--- src/rtl/space_invaders_pkg.sv ---
// Shared types and constants for the Space Invaders video/game pipeline.
// Holds the player-bullet state encoding, keyboard keycodes, screen size
// and a small helper used to decide whether a bullet has left the top.
package space_invaders_pkg;

    typedef enum logic [1:0] {
        IDLE     = 2'd0,
        FLYING   = 2'd1,
        COOLDOWN = 2'd2
    } bullet_state_t;

    localparam logic [7:0] KEY_A     = 8'h04;
    localparam logic [7:0] KEY_D     = 8'h07;
    localparam logic [7:0] KEY_SPACE = 8'h2C;

    localparam int SCREEN_W = 640;
    localparam int SCREEN_H = 480;

    // True when stepping up by step from y would pass the top limit.
    // Done in 11 bits so min+step can never wrap and y-step is never
    // evaluated below zero.
    function automatic logic off_top(input logic [9:0] y,
                                     input logic [9:0] y_min,
                                     input logic [9:0] y_step);
        return ({1'b0, y} < ({1'b0, y_min} + {1'b0, y_step}));
    endfunction

endpackage

--- src/rtl/player_bullet.sv ---
// Player missile stage: launches one bullet from the cannon tip when the
// fire key is pressed, moves it up once per frame, retires it on a hit or
// at the top of the screen, then enforces a cooldown before relaunch.
// Build option: define PLAYER_BULLET_AUTOFIRE_EN to keep the fire key
// permanently armed so a held key relaunches after every cooldown.
module player_bullet
    import space_invaders_pkg::*;
#(
    parameter logic [7:0] FIRE_KEY        = KEY_SPACE,
    parameter logic [9:0] X_OFFSET        = 10'd15,
    parameter logic [9:0] Y_START         = 10'd440,
    parameter logic [9:0] Y_MIN           = 10'd16,
    parameter logic [9:0] Y_STEP          = 10'd4,
    parameter int         COOLDOWN_FRAMES = 8
) (
    input  logic       frame_clk,
    input  logic       Reset,
    input  logic [7:0] keycode,
    input  logic [9:0] player_X,
    input  logic       hit,
    output logic [9:0] bullet_X,
    output logic [9:0] bullet_Y,
    output logic       bullet_active,
    output logic       fired
);

    localparam int CW = $clog2(COOLDOWN_FRAMES) + 1;
    localparam logic [CW-1:0] COOL_LOAD = CW'(COOLDOWN_FRAMES - 1);

    bullet_state_t state_reg, state_next;
    logic [9:0]    x_reg, x_next;
    logic [9:0]    y_reg, y_next;
    logic          active_reg, active_next;
    logic          fired_reg, fired_next;
    logic [CW-1:0] count_reg, count_next;
    logic          armed_reg, armed_next;
    logic          fire_req;
    logic          launch;

    // A launch needs the key pressed and a release seen since the last shot.
    assign fire_req = (keycode == FIRE_KEY) && armed_reg;

    // State and datapath registers with synchronous reset.
    always_ff @(posedge frame_clk) begin
        if (Reset) begin
            state_reg  <= IDLE;
            x_reg      <= 10'd0;
            y_reg      <= Y_START;
            active_reg <= 1'b0;
            fired_reg  <= 1'b0;
            count_reg  <= '0;
            armed_reg  <= 1'b1;
        end else begin
            state_reg  <= state_next;
            x_reg      <= x_next;
            y_reg      <= y_next;
            active_reg <= active_next;
            fired_reg  <= fired_next;
            count_reg  <= count_next;
            armed_reg  <= armed_next;
        end
    end

    // Next-state and datapath update; hit beats off-top while flying.
    always_comb begin
        state_next  = state_reg;
        x_next      = x_reg;
        y_next      = y_reg;
        active_next = active_reg;
        fired_next  = 1'b0;
        count_next  = count_reg;
        launch      = 1'b0;

        case (state_reg)
            IDLE: begin
                if (fire_req) begin
                    state_next  = FLYING;
                    x_next      = player_X + X_OFFSET;
                    y_next      = Y_START;
                    active_next = 1'b1;
                    fired_next  = 1'b1;
                    launch      = 1'b1;
                end
            end
            FLYING: begin
                if (hit || off_top(y_reg, Y_MIN, Y_STEP)) begin
                    state_next  = COOLDOWN;
                    active_next = 1'b0;
                    count_next  = COOL_LOAD;
                end else begin
                    y_next = y_reg - Y_STEP;
                end
            end
            COOLDOWN: begin
                if (count_reg == '0) begin
                    state_next = IDLE;
                end else begin
                    count_next = count_reg - 1'b1;
                end
            end
            default: begin
                state_next  = IDLE;
                active_next = 1'b0;
            end
        endcase
    end

    // Fire-key arming: cleared by a launch, re-armed by any non-fire frame.
    always_comb begin
`ifdef PLAYER_BULLET_AUTOFIRE_EN
        armed_next = 1'b1;
`else
        armed_next = armed_reg;
        if (launch) begin
            armed_next = 1'b0;
        end else if (keycode != FIRE_KEY) begin
            armed_next = 1'b1;
        end
`endif
    end

    assign bullet_X      = x_reg;
    assign bullet_Y      = y_reg;
    assign bullet_active = active_reg;
    assign fired         = fired_reg;

endmodule
--- config.mk ---
export PLATFORM = sky130hd
export DESIGN_NAME = player_bullet
export DESIGN_NICKNAME = d
export VERILOG_FILES = /design/src/rtl/space_invaders_pkg.sv /design/src/rtl/player_bullet.sv
export SDC_FILE = /design/constraint.sdc
export NUM_CORES = 1
export LEC_CHECK = 0
export CORE_UTILIZATION = 40
export DETAILED_ROUTE_END_ITERATION = 10
export PLACE_DENSITY = 0.7
export SLEW_MARGIN = 0
export SYNTH_ARGS = -nofsm -noshare
export SYNTH_HDL_FRONTEND = slang
export SYNTH_SLANG_ARGS = --single-unit
export TNS_END_PERCENT = 1
--- constraint.sdc ---
create_clock -name frame_clk -period 2.3 [get_ports frame_clk]
set_input_delay 0.345 -clock frame_clk [delete_from_list [all_inputs] [get_ports frame_clk]]
set_output_delay 0.345 -clock frame_clk [all_outputs]
set_load 0.02 [all_outputs]
# Yosys cells after proc, flatten, opt, wreduce, memory -nomap -nowiden
# Cells that the tools add are included.
# totals
regBits	29
input_bits	21
output_inout_bits	22
# classes
add_sub_neg	3
magnitude_cmp	1
eq_ne	9
n_mux	17
bitwise	1
reduce_logical	12
# ops
op	n
10-bit two-way mux	2
10-bit case mux with 2 select lines	1
3-bit AND reduction	4
10-bit by 4-bit adder with 10-bit output (second input constant)	1
10-bit by 5-bit less-than comparator with 1-bit output (second input constant)	1
2-bit != test (second input constant)	5
10-bit by 3-bit subtractor with 10-bit output (second input constant)	1
8-bit by 6-bit equality test with 1-bit output (second input constant)	1
4-bit two-way mux	2
8-bit by 6-bit != test with 1-bit output (second input constant)	1
4-bit case mux with 2 select lines	1
1-bit two-way mux	6
2-bit two-way mux	3
2-bit case mux with 3 select lines	1
2-bit nonzero test	3
4-bit zero test	1
4-bit by 1-bit subtractor with 4-bit output (second input constant)	1
1-bit case mux with 3 select lines	1
2-bit by 1-bit equality test with 1-bit output (second input constant)	1
2-bit equality test (second input constant)	1
2-bit zero test	1
2-bit AND reduction	1
1-bit logical AND	1
1-bit logical OR	1
1-bit inverter	1

# Longest topological paths before layout
# depth
depth_word	5
mapped_depth	7

# Least setup slack after synthesis
# OpenSTA, ideal clock, no wires.
# synth_timing
kind	register to register
from	register y_reg[5] (netlist: bullet_Y[5])
to	register y_reg[7] (netlist: bullet_Y[7])
arrival_time_ns	1.791
required_time_ns	2.175
path_slack_ns	0.384
path_stages_with_launch	6
period_less_slack_ns	1.916
path_cell_list	dfxtp_1 -> or4_4 -> o311a_1 -> buf_6 -> a2111oi_2 -> nor2_1
# synth_via
elab_chain_len	4
word_cells_on_any_way	7
cone_classes	add/sub: 1; order compare: 1; eq/ne: 1; mux: 2; reduce/logical: 2
# synth_lines
item	line	text
start, declared	player_bullet.sv:32	logic [9:0] y_reg, y_next;
start signal, assigned	player_bullet.sv:56	y_reg <= y_next;
10-bit by 5-bit less-than comparator with 1-bit output	space_invaders_pkg.sv:25	return ({1'b0, y} < ({1'b0, y_min} + {1'b0, y_step}));
1-bit logical OR	player_bullet.sv:86	if (hit || off_top(y_reg, Y_MIN, Y_STEP)) begin
2-bit != test (no line)	--	
3-bit AND reduction (no line)	--	
# Several ways; a longest one is shown, not always the timed one. The select of a mux whose other input is x is not followed.
# A chain may end at the register's enable or synchronous reset.

# Final worst setup path
# layout_timing
from	register y_reg[5] (netlist: bullet_Y[5])
to	register y_reg[8] (netlist: bullet_Y[8])
# The elaborated chain is that of the path after synthesis.

==> out/metrics.yaml <==
sta:
  fin_worst_skew_ns: 0.00419
  min_period_over_period_pct: 86.5
  rsz0062_at_grt: "false"
  finalSetupTns_ns: 0
  relSlewSlack_pct: 61.7
  setup_viol: 0
  drv_slew: 0
  hold_viol_final: 0
  worst_pin_slew_ns: 0.570
  finalCriticalPeriod_ns: 1.99
  fmax_mhz: 503
cells_and_area:
  diodes: 0
  largest_register_ffs: 10
  final_nets: 227
  drive_gt1_share_pct: 7.92
  area_growth_pct: 33.9
clock_tree:
  cts.repair.resized: 0
  tritoncts: "built"
  cts_sinks: 27
  htreeDepth: 1
  clk_latency_ns: 0.33
  post_cts_buffers: 0
  cts_root_buf: "clkbuf_4"
  ctsHoldBuffers: 0
  cts.clk_slew.worst_paths_ns: 0.14
  cts_max_path_buffers: 2
  cts_buffers: 3
yosys:
  synth-seq-cells: 27
  synth_area_leaders: "dfxtp_1 39%, nor2_1 5.1%, a21oi_1 4.0%"
  yosysWarnings: 0
  synth-async-reset-ratio_pct: 0
  ys_seq_area_share_pct: 38.8
  synth_top_cell_area_share_pct: 38.8
  synth.most_common_cell: "dfxtp_1"
  avgSynthCellArea_um2: 8.70
  ys.flop_type: "dfxtp_1"
  ys_types: 43
  netlist_area_um2: 1390
  syn_inst: 160
  synth_common_cells: "27 x dfxtp_1, 19 x nor2_1, 11 x a21oi_1"
  synth_edf_count: 0
  post-synth-top-area-cell: "dfxtp_1"
global_route:
  grt_antenna_before_repair: 0
  track_usage_pct: 18.3
  grt_first_pass_wirelength_um: 4930
  grt_start_max_net_pins: 21
  overflow: 0
  grt_pass1_vias: 1142
setup_path:
  critPathMaxFanout: 9
  worstSetupPathType: "flop to flop"
  r2r_setup_slack_ns: 0.31
  required_ns: 2.54
  worstPathArrival_ns: 2.23
  cp-end-kind: "flop"
  start_kind: "flop"
route:
  drtAntennaViolNets: 0
  drt-vias-per-instance: 5.19
  vias: 1288
  wl_per_cell_um: 12.5
  wl_um: 3100
  first_pass_iters: 5
  drcViolationCount: 0
  drtIter0Drc: 37
power:
  p_comb_share_pct: 11.1
  irDropWorstVdd_uv: 182
  pwr-share-clk_pct: 27.5
  netSwitchingPower_w: 0.000179
  power_w: 0.000765
  seq_power_share_pct: 61.4
  swShare_pct: 23.4
  pwr_density_cell_nw_per_um2: 411
  p_leak_nw: 0.674
  intPower_w: 0.000586
outcome:
  status: "finished, final reports clean"
floorplan:
  core_area_um2: 3340
  die_area_um2: 3720
  ioPinCount: 43
  fp.dieH_um: 61.0
  start_util_pct: 41.7
  die_x_um: 61.0
  rows: 21
flow_run:
  cap_violations: 0
place:
  dpl.hpwl_um: 2360
  port_buffers: 40
  gp_congestion: 0.828
worst_hold_path:
  min_path_type: "flop to flop"
[routing by layer]
layer | up-vias | track usage, % | wire [µm] | part of all wire, %
met5 | - | 0 | 0 | 0
met4 | 0 | 7.79 | 45 | 1.5
met3 | 5 | 4.26 | 175 | 5.6
met2 | 39 | 34.4 | 1590 | 51
met1 | 592 | 19.3 | 1300 | 42
li1 | 652 | - | - | -
[cell type report]
cell class / instances / area (µm²)
clock buffer: 4 / 26.3
fill: 324 / 1470
inverter: 10 / 37.5
multi-input combinational: 116 / 763
sequential: 27 / 541
tap: 46 / 57.6
timing repair buffer: 45 / 438
[kinds of logic (layout without fill, tap and decap cells)]
| kind of cell | Yosys count | count (layout) | share of synthesized area [%] |
|---|---|---|---|
| AO/OA/AOI/OAI | 41 | 41 | 21.6 |
| XOR/XNOR | 8 | 8 | 5.04 |
| adder cells (fa/ha/maj) | 3 | 3 | 2.70 |
| buffers and inverters | 18 | 59 | 6.56 |
| flip-flops | 27 | 27 | 38.8 |
| multiplexers | 3 | 3 | 2.16 |
| other | 1 | 2 | 0.270 |
| AND/OR/NAND/NOR | 59 | 59 | 22.8 |
[final timing paths]
kind / endpoint / from / cells past startpoint
max: bullet_Y[8] / bullet_Y[5] / 4
min: bullet_X[4] / bullet_X[4] / 2
max reg2reg: bullet_Y[8] / bullet_Y[5] / 4
min reg2reg: bullet_X[4] / bullet_X[4] / 2
[cells in the final DEF (no fill, tap or decap), types with 4 or more instances in the layout]
master,count
nor2_1,19
a211oi_1,6
buf_4,5
nor3_1,4
clkdlybuf4s50_1,40
xnor2_1,6
o21ai_0,7
nand2_1,8
a21oi_1,11
inv_1,10
dfxtp_1,27
nand3_1,4
[power by group through the flow]
stage          clock, W  combinational (W)  sequential, W
2_1_floorplan         0          0.0000374       0.000480
3_3_place_gp          0          0.0000832       0.000480
3_5_place_dp          0          0.0000854       0.000480
4_1_cts        0.000214          0.0000856       0.000469
5_1_grt        0.000240          0.0000922       0.000470
6_report       0.000211          0.0000850       0.000469
[critical path, stage by stage, from the launching register on]
cell	delay [ns]
dfxtp_1	0.39
or4_4	0.58
o311a_1	0.50
a2111oi_2	0.34
nor2_1	0.08
[per-stage QoR]
step           utilization, %  worst slack, ns  hold WS [ns]  area, µm²  instances
2_1_floorplan               -            0.384         0.441       1400        161
6_report                 55.8            0.311         0.477       1860        248
3_5_place_dp             55.0          0.00753         0.460       1840        244
4_1_cts                  55.8            0.312         0.478       1860        248
3_3_place_gp             55.0           0.0796         0.465       1840        244
5_1_grt                  55.8            0.221         0.511       1860        248
Power figures use the tool's default switching activity.
